<file path="src/rtl/maze_pkg.sv">
// Shared constants, state encoding and helpers for the maze path checker.
package maze_pkg;

   localparam int unsigned MAZE_WIDTH = 17;
   localparam int unsigned MAZE_CELLS = MAZE_WIDTH * MAZE_WIDTH;
   localparam int unsigned MAX_STEPS  = 288;
   localparam int unsigned TIMEOUT    = 4096;
   localparam int unsigned CNT_WIDTH  = 13;
   localparam int unsigned POS_W      = 5;
   localparam int unsigned STEP_W     = 9;
   localparam int unsigned CELL_W     = 9;
   localparam int unsigned ERR_W      = 3;

   localparam logic [POS_W-1:0] POS_LAST = POS_W'(MAZE_WIDTH - 1);

   localparam logic [1:0] DIR_RIGHT = 2'd0;
   localparam logic [1:0] DIR_DOWN  = 2'd1;
   localparam logic [1:0] DIR_LEFT  = 2'd2;
   localparam logic [1:0] DIR_UP    = 2'd3;

   localparam logic [ERR_W-1:0] ERR_NONE       = 3'd0;
   localparam logic [ERR_W-1:0] ERR_TIMEOUT    = 3'd1;
   localparam logic [ERR_W-1:0] ERR_OOB        = 3'd2;
   localparam logic [ERR_W-1:0] ERR_WALL       = 3'd3;
   localparam logic [ERR_W-1:0] ERR_REVISIT    = 3'd4;
   localparam logic [ERR_W-1:0] ERR_NOT_AT_END = 3'd5;
   localparam logic [ERR_W-1:0] ERR_TOO_LONG   = 3'd6;
   localparam logic [ERR_W-1:0] ERR_PROTOCOL   = 3'd7;

   typedef enum logic [2:0] {
      ST_IDLE,
      ST_SEND,
      ST_WAIT,
      ST_CHECK,
      ST_REPORT
   } state_e;

   // Row-major linear index of cell (x,y).
   function automatic logic [CELL_W-1:0] cell_idx(input logic [POS_W-1:0] x,
                                                  input logic [POS_W-1:0] y);
      return CELL_W'(x) * CELL_W'(MAZE_WIDTH) + CELL_W'(y);
   endfunction

endpackage

</file>
<file path="src/rtl/maze_serializer.sv">
// Maze storage, row loader, bit-serial transmitter and wall lookup.
module maze_serializer
   import maze_pkg::*;
(
   input  logic                  clk,
   input  logic                  rst_n,
   input  logic                  load_en_i,
   input  logic [MAZE_WIDTH-1:0] load_row_i,
   input  logic                  tx_start_i,
   input  logic                  tx_abort_i,
   input  logic [POS_W-1:0]      chk_x_i,
   input  logic [POS_W-1:0]      chk_y_i,
   output logic                  loaded_o,
   output logic                  maze_valid_o,
   output logic                  maze_bit_o,
   output logic                  tx_last_c,
   output logic                  is_open_c
);

   logic [MAZE_WIDTH-1:0] rows_q [MAZE_WIDTH];
   logic [POS_W-1:0]      row_q;
   logic                  loaded_q;
   logic [POS_W-1:0]      tx_x_q;
   logic [POS_W-1:0]      tx_y_q;
   logic                  valid_q;
   logic                  bit_q;
   logic [POS_W-1:0]      tx_x_d;
   logic [POS_W-1:0]      tx_y_d;

   assign loaded_o     = loaded_q;
   assign maze_valid_o = valid_q;
   assign maze_bit_o   = bit_q;

   // Next row-major transmit coordinate and end-of-maze detect.
   always_comb begin
      tx_x_d = tx_x_q;
      tx_y_d = tx_y_q + POS_W'(1);
      if (tx_y_q == POS_LAST) begin
         tx_x_d = tx_x_q + POS_W'(1);
         tx_y_d = '0;
      end
      tx_last_c = valid_q && (tx_x_q == POS_LAST) && (tx_y_q == POS_LAST);
   end

   // Wall lookup for the checker; anything outside the grid reads as wall.
   always_comb begin
      is_open_c = 1'b0;
      if ((chk_x_i <= POS_LAST) && (chk_y_i <= POS_LAST)) begin
         is_open_c = rows_q[chk_x_i][chk_y_i];
      end
   end

   // Row loading and the 289-cycle serial transmit.
   always_ff @(posedge clk or negedge rst_n) begin
      if (!rst_n) begin
         for (int i = 0; i < int'(MAZE_WIDTH); i++) begin
            rows_q[i] <= '0;
         end
         row_q    <= '0;
         loaded_q <= 1'b0;
         tx_x_q   <= '0;
         tx_y_q   <= '0;
         valid_q  <= 1'b0;
         bit_q    <= 1'b0;
      end else begin
         if (load_en_i) begin
            rows_q[row_q] <= load_row_i;
            if (row_q == POS_LAST) begin
               row_q    <= '0;
               loaded_q <= 1'b1;
            end else begin
               row_q <= row_q + POS_W'(1);
            end
         end
         if (tx_start_i) begin
            valid_q <= 1'b1;
            bit_q   <= rows_q[0][0];
            tx_x_q  <= '0;
            tx_y_q  <= '0;
         end else if (valid_q) begin
            if (tx_abort_i || tx_last_c) begin
               valid_q <= 1'b0;
               bit_q   <= 1'b0;
               tx_x_q  <= '0;
               tx_y_q  <= '0;
            end else begin
               tx_x_q <= tx_x_d;
               tx_y_q <= tx_y_d;
               bit_q  <= rows_q[tx_x_d][tx_y_d];
            end
         end
      end
   end

endmodule

</file>
<file path="config.mk">
export PLATFORM = sky130hd
export DESIGN_NAME = maze_serializer
export DESIGN_NICKNAME = d
export VERILOG_FILES = /design/src/rtl/maze_pkg.sv /design/src/rtl/maze_serializer.sv
export SDC_FILE = /design/constraint.sdc
export NUM_CORES = 1
export LEC_CHECK = 0
export CAP_MARGIN = 25
export CORE_MARGIN = 2
export CORE_UTILIZATION = 30
export CTS_CLUSTER_SIZE = 16
export DETAILED_ROUTE_END_ITERATION = 7
export SLEW_MARGIN = 5
export SYNTH_ARGS = -nofsm -noshare
export SYNTH_HDL_FRONTEND = slang
export SYNTH_SLANG_ARGS = --single-unit
</file>
<file path="constraint.sdc">
create_clock -name clk -period 4.21 [get_ports clk]
set_input_delay 1.0525 -clock clk [delete_from_list [all_inputs] [get_ports clk]]
set_output_delay 1.0525 -clock clk [all_outputs]
set_load 0.02 [all_outputs]
</file>
==> Yosys cells after proc, flatten, opt, wreduce, memory -nomap -nowiden <==
Cells that the tools add are included.
{ "word_totals": {"ff_bits": 307, "out_inout_bits": 5, "elab_cells": 76} }
{ "op_classes": {"add_sub_neg": 3, "magnitude_cmp": 8, "n_eq_ne": 3, "mux": 29, "bitwise_logic": 3, "n_reduce_logical": 7} }
{ "ops": {"columns": ["op", "n"], "rows": [
  ["$bwmux 289", 1],
  ["$bmux 17 s5", 2],
  ["$demux 17 s5", 1],
  ["$mux 17", 5],
  ["$mux 5", 9],
  ["$ge 6x6->1 const B", 3],
  ["$not 5->6", 3],
  ["$add 5x1->5 const B", 3],
  ["$eq 5x5->1 const B", 3],
  ["$lt 5x6->1 const B", 2],
  ["$bmux 1 s5", 2],
  ["$le 5x5->1 const B", 2],
  ["$mux 1", 9],
  ["$lt 6x1->1 const B", 1],
  ["$logic_and 1x1->1", 4],
  ["$reduce_and 2->1", 1],
  ["$reduce_bool 2->1", 1],
  ["$logic_or 1x1->1", 1]
]} }

==> Depth between registers and ports, before layout <==
{ "depth": {"depth_word": 11, "depth_mapped": 17, "mapped_depth_nobuf": 11} }

==> Worst setup path before layout <==
OpenSTA, ideal clock, no wires.
{ "synth_path": {"kind": "in2out", "from": "input chk_x_i[1]", "to": "output is_open_c", "t_arrival_ps": 3359, "t_required_ps": 3158, "slack_ps": -202, "cell_stages": 11, "cell_sequence": "clkbuf_1 -> buf_2 -> clkbuf_1 -> mux4_2 -> mux4_2 -> mux2i_1 -> nor2_1 -> o311ai_1 -> o21ai_1 -> o21ai_1 -> a21oi_1"} }
{ "synth_between": {"elab_chain_cells": 7, "elab_cells_between_ends": 9, "cone_classes": "order compare (1); mux (6); bitwise (1); reduce/logical (1)"} }
{ "synth_lines": {"columns": ["item", "line", "source"], "rows": [
  ["start: declaration", "maze_serializer.sv:11", "input logic [POS_W-1:0] chk_x_i,"],
  ["$not 5->6 (not written as such)", "maze_serializer.sv:49", "is_open_c = rows_q[chk_x_i][chk_y_i];"],
  ["$bmux 17 s5", "maze_serializer.sv:49", null],
  ["$mux 17 (not written as such) (2 in a row)", "maze_serializer.sv:49", null],
  ["$bmux 1 s5", "maze_serializer.sv:49", null],
  ["$mux 1 (not written as such)", "maze_serializer.sv:49", null],
  ["$mux 1 *", "maze_serializer.sv:48", "if ((chk_x_i <= POS_LAST) && (chk_y_i <= POS_LAST)) begin"],
  ["end: declaration", "maze_serializer.sv:17", "output logic is_open_c"]
]} }
Mark *: on every way between the ends. The rest lies on a longest branch, timed or not. The select of a mux whose other input is x is not followed.

==> Worst setup path after layout <==
{ "layout_path": {"from": "input chk_x_i[0]", "to": "output is_open_c"} }
Same word-level chain as after synthesis.

==> flow_metrics.py <==
metrics = {
    "critical_path": {
        "cp.arrival_ns": 3.51,
        "startpoint": "chk_x_i[0]",
        "critPathMaxFanout": 10,
        "r2r-start": "tx_y_q[0]",
        "worstSetupEndpointType": "output port",
        "crit_type": "input pin to output port",
        "crit_path_start_kind": "input pin",
        "slowest_stage": "mux4_2",
        "crit_buf_inv": 4,
        "required_ns": 3.16,
        "crit_end": "is_open_c",
        "cp_top_family": "multiplexers",
        "rrSetupSlack_ns": 0.31,
        "path_cells": "buf_16 -> buf_16 -> mux4_2 -> mux4_2 -> a211oi_2 -> a211oi_1 -> a31oi_1 -> buf_4 -> o21ai_1 -> o21ai_1 -> a21oi_2 -> buf_6",
        "cp.depth": 12,
        "slowest_delay_ns": 0.51,
        "rr_worst_depth": 13,
        "worstReg2RegEnd": "maze_bit_o",
    },
    "clock_network": {
        "cts_buffer_depth": 3,
        "root_buffer": "clkbuf_16",
        "cts_made_buffers": 38,
        "cts_max_level": 2,
        "cts_tree": "done",
        "cts.reportedPaths.clkPinSlew_ns": 0.06,
        "cts.sink_count": 307,
        "clock_latency_ns": 0.57,
    },
    "global_route": {
        "grtUsageMet1_pct": 25.98,
        "use_met2_pct": 31.66,
        "overflow": 0,
        "grt_max_degree": 101,
        "grt.busiest_layer": "met2",
        "track_usage_pct": 19.74,
        "antenna_found_initial": 0,
        "grt_pass1_vias": 14620,
        "grt_pass1_wl_microns": 95950,
        "grt_use_met3_pct": 3.725,
    },
    "synthesis": {
        "yosysTopAreaCell": "dfrtp_1",
        "yosysTopAreaCellShare_pct": 40.93,
        "synth_cells": 1523,
        "synth.cell_area_sq_um": 18770,
        "async_flop_share_pct": 100.0,
        "yosysWarnings": 0,
        "synth_edf_count": 0,
        "avgSynthCellArea_sq_um": 12.33,
        "synthesis.nets": 1563,
        "ys_ff_latch": 307,
        "yosys-top-cells-area": "dfrtp_1, mux2_2, mux4_2, mux2i_1, o22ai_1",
        "synth.distinct_cells": 65,
        "ys_seq_area_share_pct": 40.93,
        "synth_flop_cell": "dfrtp_1",
    },
    "floorplan": {
        "dieArea_sq_um": 64590,
        "start_util_pct": 30.36,
        "core_sq_um": 61830,
        "pin_count": 37,
        "fp-row-count": 91,
        "dieHeight_microns": 254.1,
        "die_w_microns": 254.1,
    },
    "run": {
        "maxCapViolCount": 0,
    },
    "timing": {
        "finalSetupViolCount": 1,
        "rsz0062_at_grt": "true",
        "finalHoldViolations": 0,
        "worst_clock_skew_ns": 0.02310,
        "slew_violations": 0,
        "tightest_slew_ns": 1.068,
        "min_period_ns": 4.567,
        "setup_slack_ns": -0.3571,
        "finalSetupTns_ns": -0.3571,
        "relSlewSlack_pct": 28.81,
        "fmax_mhz": 219.0,
        "finalCritPeriodShare_pct": 108.5,
        "whs_ns": 0.4717,
    },
    "power_and_ir_drop": {
        "leakage_nw": 8.607,
        "intPower_mw": 8.840,
        "finalPower_mw": 13.24,
        "combPwrFrac_pct": 30.9,
        "switching_share_pct": 33.25,
        "p_sw_mw": 4.403,
        "peakVddDrop_uv": 267.4,
        "powerDensity_nw_per_um2": 602.3,
        "pwr-share-seq_pct": 43.9,
        "p_clk_share_pct": 25.2,
    },
    "placed_design": {
        "dp_hpwl_microns": 42280,
        "placed_cell_area_sq_um": 20590,
        "gp_congestion": 0.9165,
        "io_buffers": 36,
    },
    "final_layout": {
        "final_layout_size_suffix_gt1_share_pct": 36.80,
        "final_cell_mix": "dfrtp_1, mux2_2, mux2i_1, mux4_2, buf_4",
        "final_common_cell": "dfrtp_1",
        "nets": 1618,
        "post-route-util_pct": 35.57,
        "area_growth_pct": 17.14,
        "stdcell_area_sq_um": 21990,
    },
    "outcome": {
        "status": "finished with violations",
        "violations": "negative setup slack",
    },
    "drt": {
        "routed_via_density": 5.950,
        "drtPass1Iterations": 5,
        "dr.first_iter.drc_count": 1709,
        "routed_wl_microns": 63470,
        "wl_per_cell_microns": 25.97,
        "drc": 0,
        "ant_nets": 0,
        "dr_total_vias": 14540,
    },
    "worst_hold_path": {
        "whs_path_depth": 1,
        "min_path_type": "flop to flop",
    },
}
## cell usage after synthesis, types with 17 or more instances
master    number
dfrtp_1      307
mux2_2       295
mux2i_1      165
mux4_2       100
nand2_1       75
clkbuf_1      69
o22ai_1       51
buf_2         43
a22oi_1       42
nor3_1        40
nand3_1       32
nor2_1        30
a221oi_1      21
a21oi_1       18
nand4_1       17
## worst register-to-register path, stage by stage (launching register included)
cell	delay, ns
dfrtp_1	0.43
inv_1	0.12
ha_1	0.20
and4bb_1	0.55
buf_4	0.32
and2_1	0.27
buf_4	0.24
a22oi_1	0.09
a311oi_1	0.33
a22oi_1	0.19
o311a_1	0.24
o311a_1	0.41
nor4_1	0.22
a31oi_1	0.16
## through the flow
step / worst slack [ns] / instances
after CTS: -0.3773 / 2443
after global placement: -0.9044 / 2370
final: -0.3571 / 2444
after detailed placement: -0.8777 / 2371
after global routing: -0.4604 / 2443
after floorplan: 0.01371 / 1523
## power groups by stage
stage,sequential [mW],combinational [mW],clock (mW)
after floorplan,5.18,3.20,0
after global placement,5.76,3.90,0
after detailed placement,5.77,4.05,0
after CTS,5.73,4.09,3.39
after global routing,5.95,4.43,3.51
final,5.81,4.10,3.34
## sequential cells by signal, summed over array words and instances (netlist names)
name	count
row_q	5
maze_valid_o	1
loaded_o	1
tx_y_q	5
tx_x_q	5
rows_q	289
maze_bit_o	1
## what timing repair did
action,4_1_cts,5_1_grt
hold buffers,0,0
pin swaps,4,2
endpoints found under the setup margin,1,1
gates resized for setup,16,2
buffers inserted,0,0
cloned,4,0
## cell type report
type                            instances  area, sq um
Multi-Input combinational cell       1067        10410
Clock buffer                           49         1032
Inverter                               12        45.04
Sequential cell                       307         7686
Antenna cell                            1        2.502
Clock inverter                         19        219.0
Fill cell                            5980        39840
Timing Repair Buffer                  152         1548
Tap cell                              837         1047
## cell families after synthesis
logic type      count (synthesis)  synth area share [%]
mux                           560                 38.49
flops                         307                 40.93
simple gates                  256                 6.812
compound gates                233                 8.998
buf+inv                       149                 3.733
xor+xnor                       10                0.5066
fa+ha+maj                       8                0.5332
## per-layer routing
| layer | vias up | wire, microns |
|---|---|---|
| li1 | 6068 | - |
| met1 | 7584 | 26060 |
| met2 | 731 | 29700 |
| met3 | 158 | 4843 |
| met4 | 0 | 2858 |
| met5 | - | 0 |
## worst min path at each step
| stage | startpoint | end | slack (ns) |
|---|---|---|---|
| final | loaded_o | loaded_o | 0.47 |
| after global routing | loaded_o | loaded_o | 0.51 |
| after CTS | loaded_o | loaded_o | 0.49 |
| after detailed placement | loaded_o | loaded_o | 0.47 |
| after global placement | loaded_o | loaded_o | 0.47 |
| after floorplan | rows_q[84] | rows_q[84] | 0.49 |
Note: power is estimated with default switching activity, not from simulation.
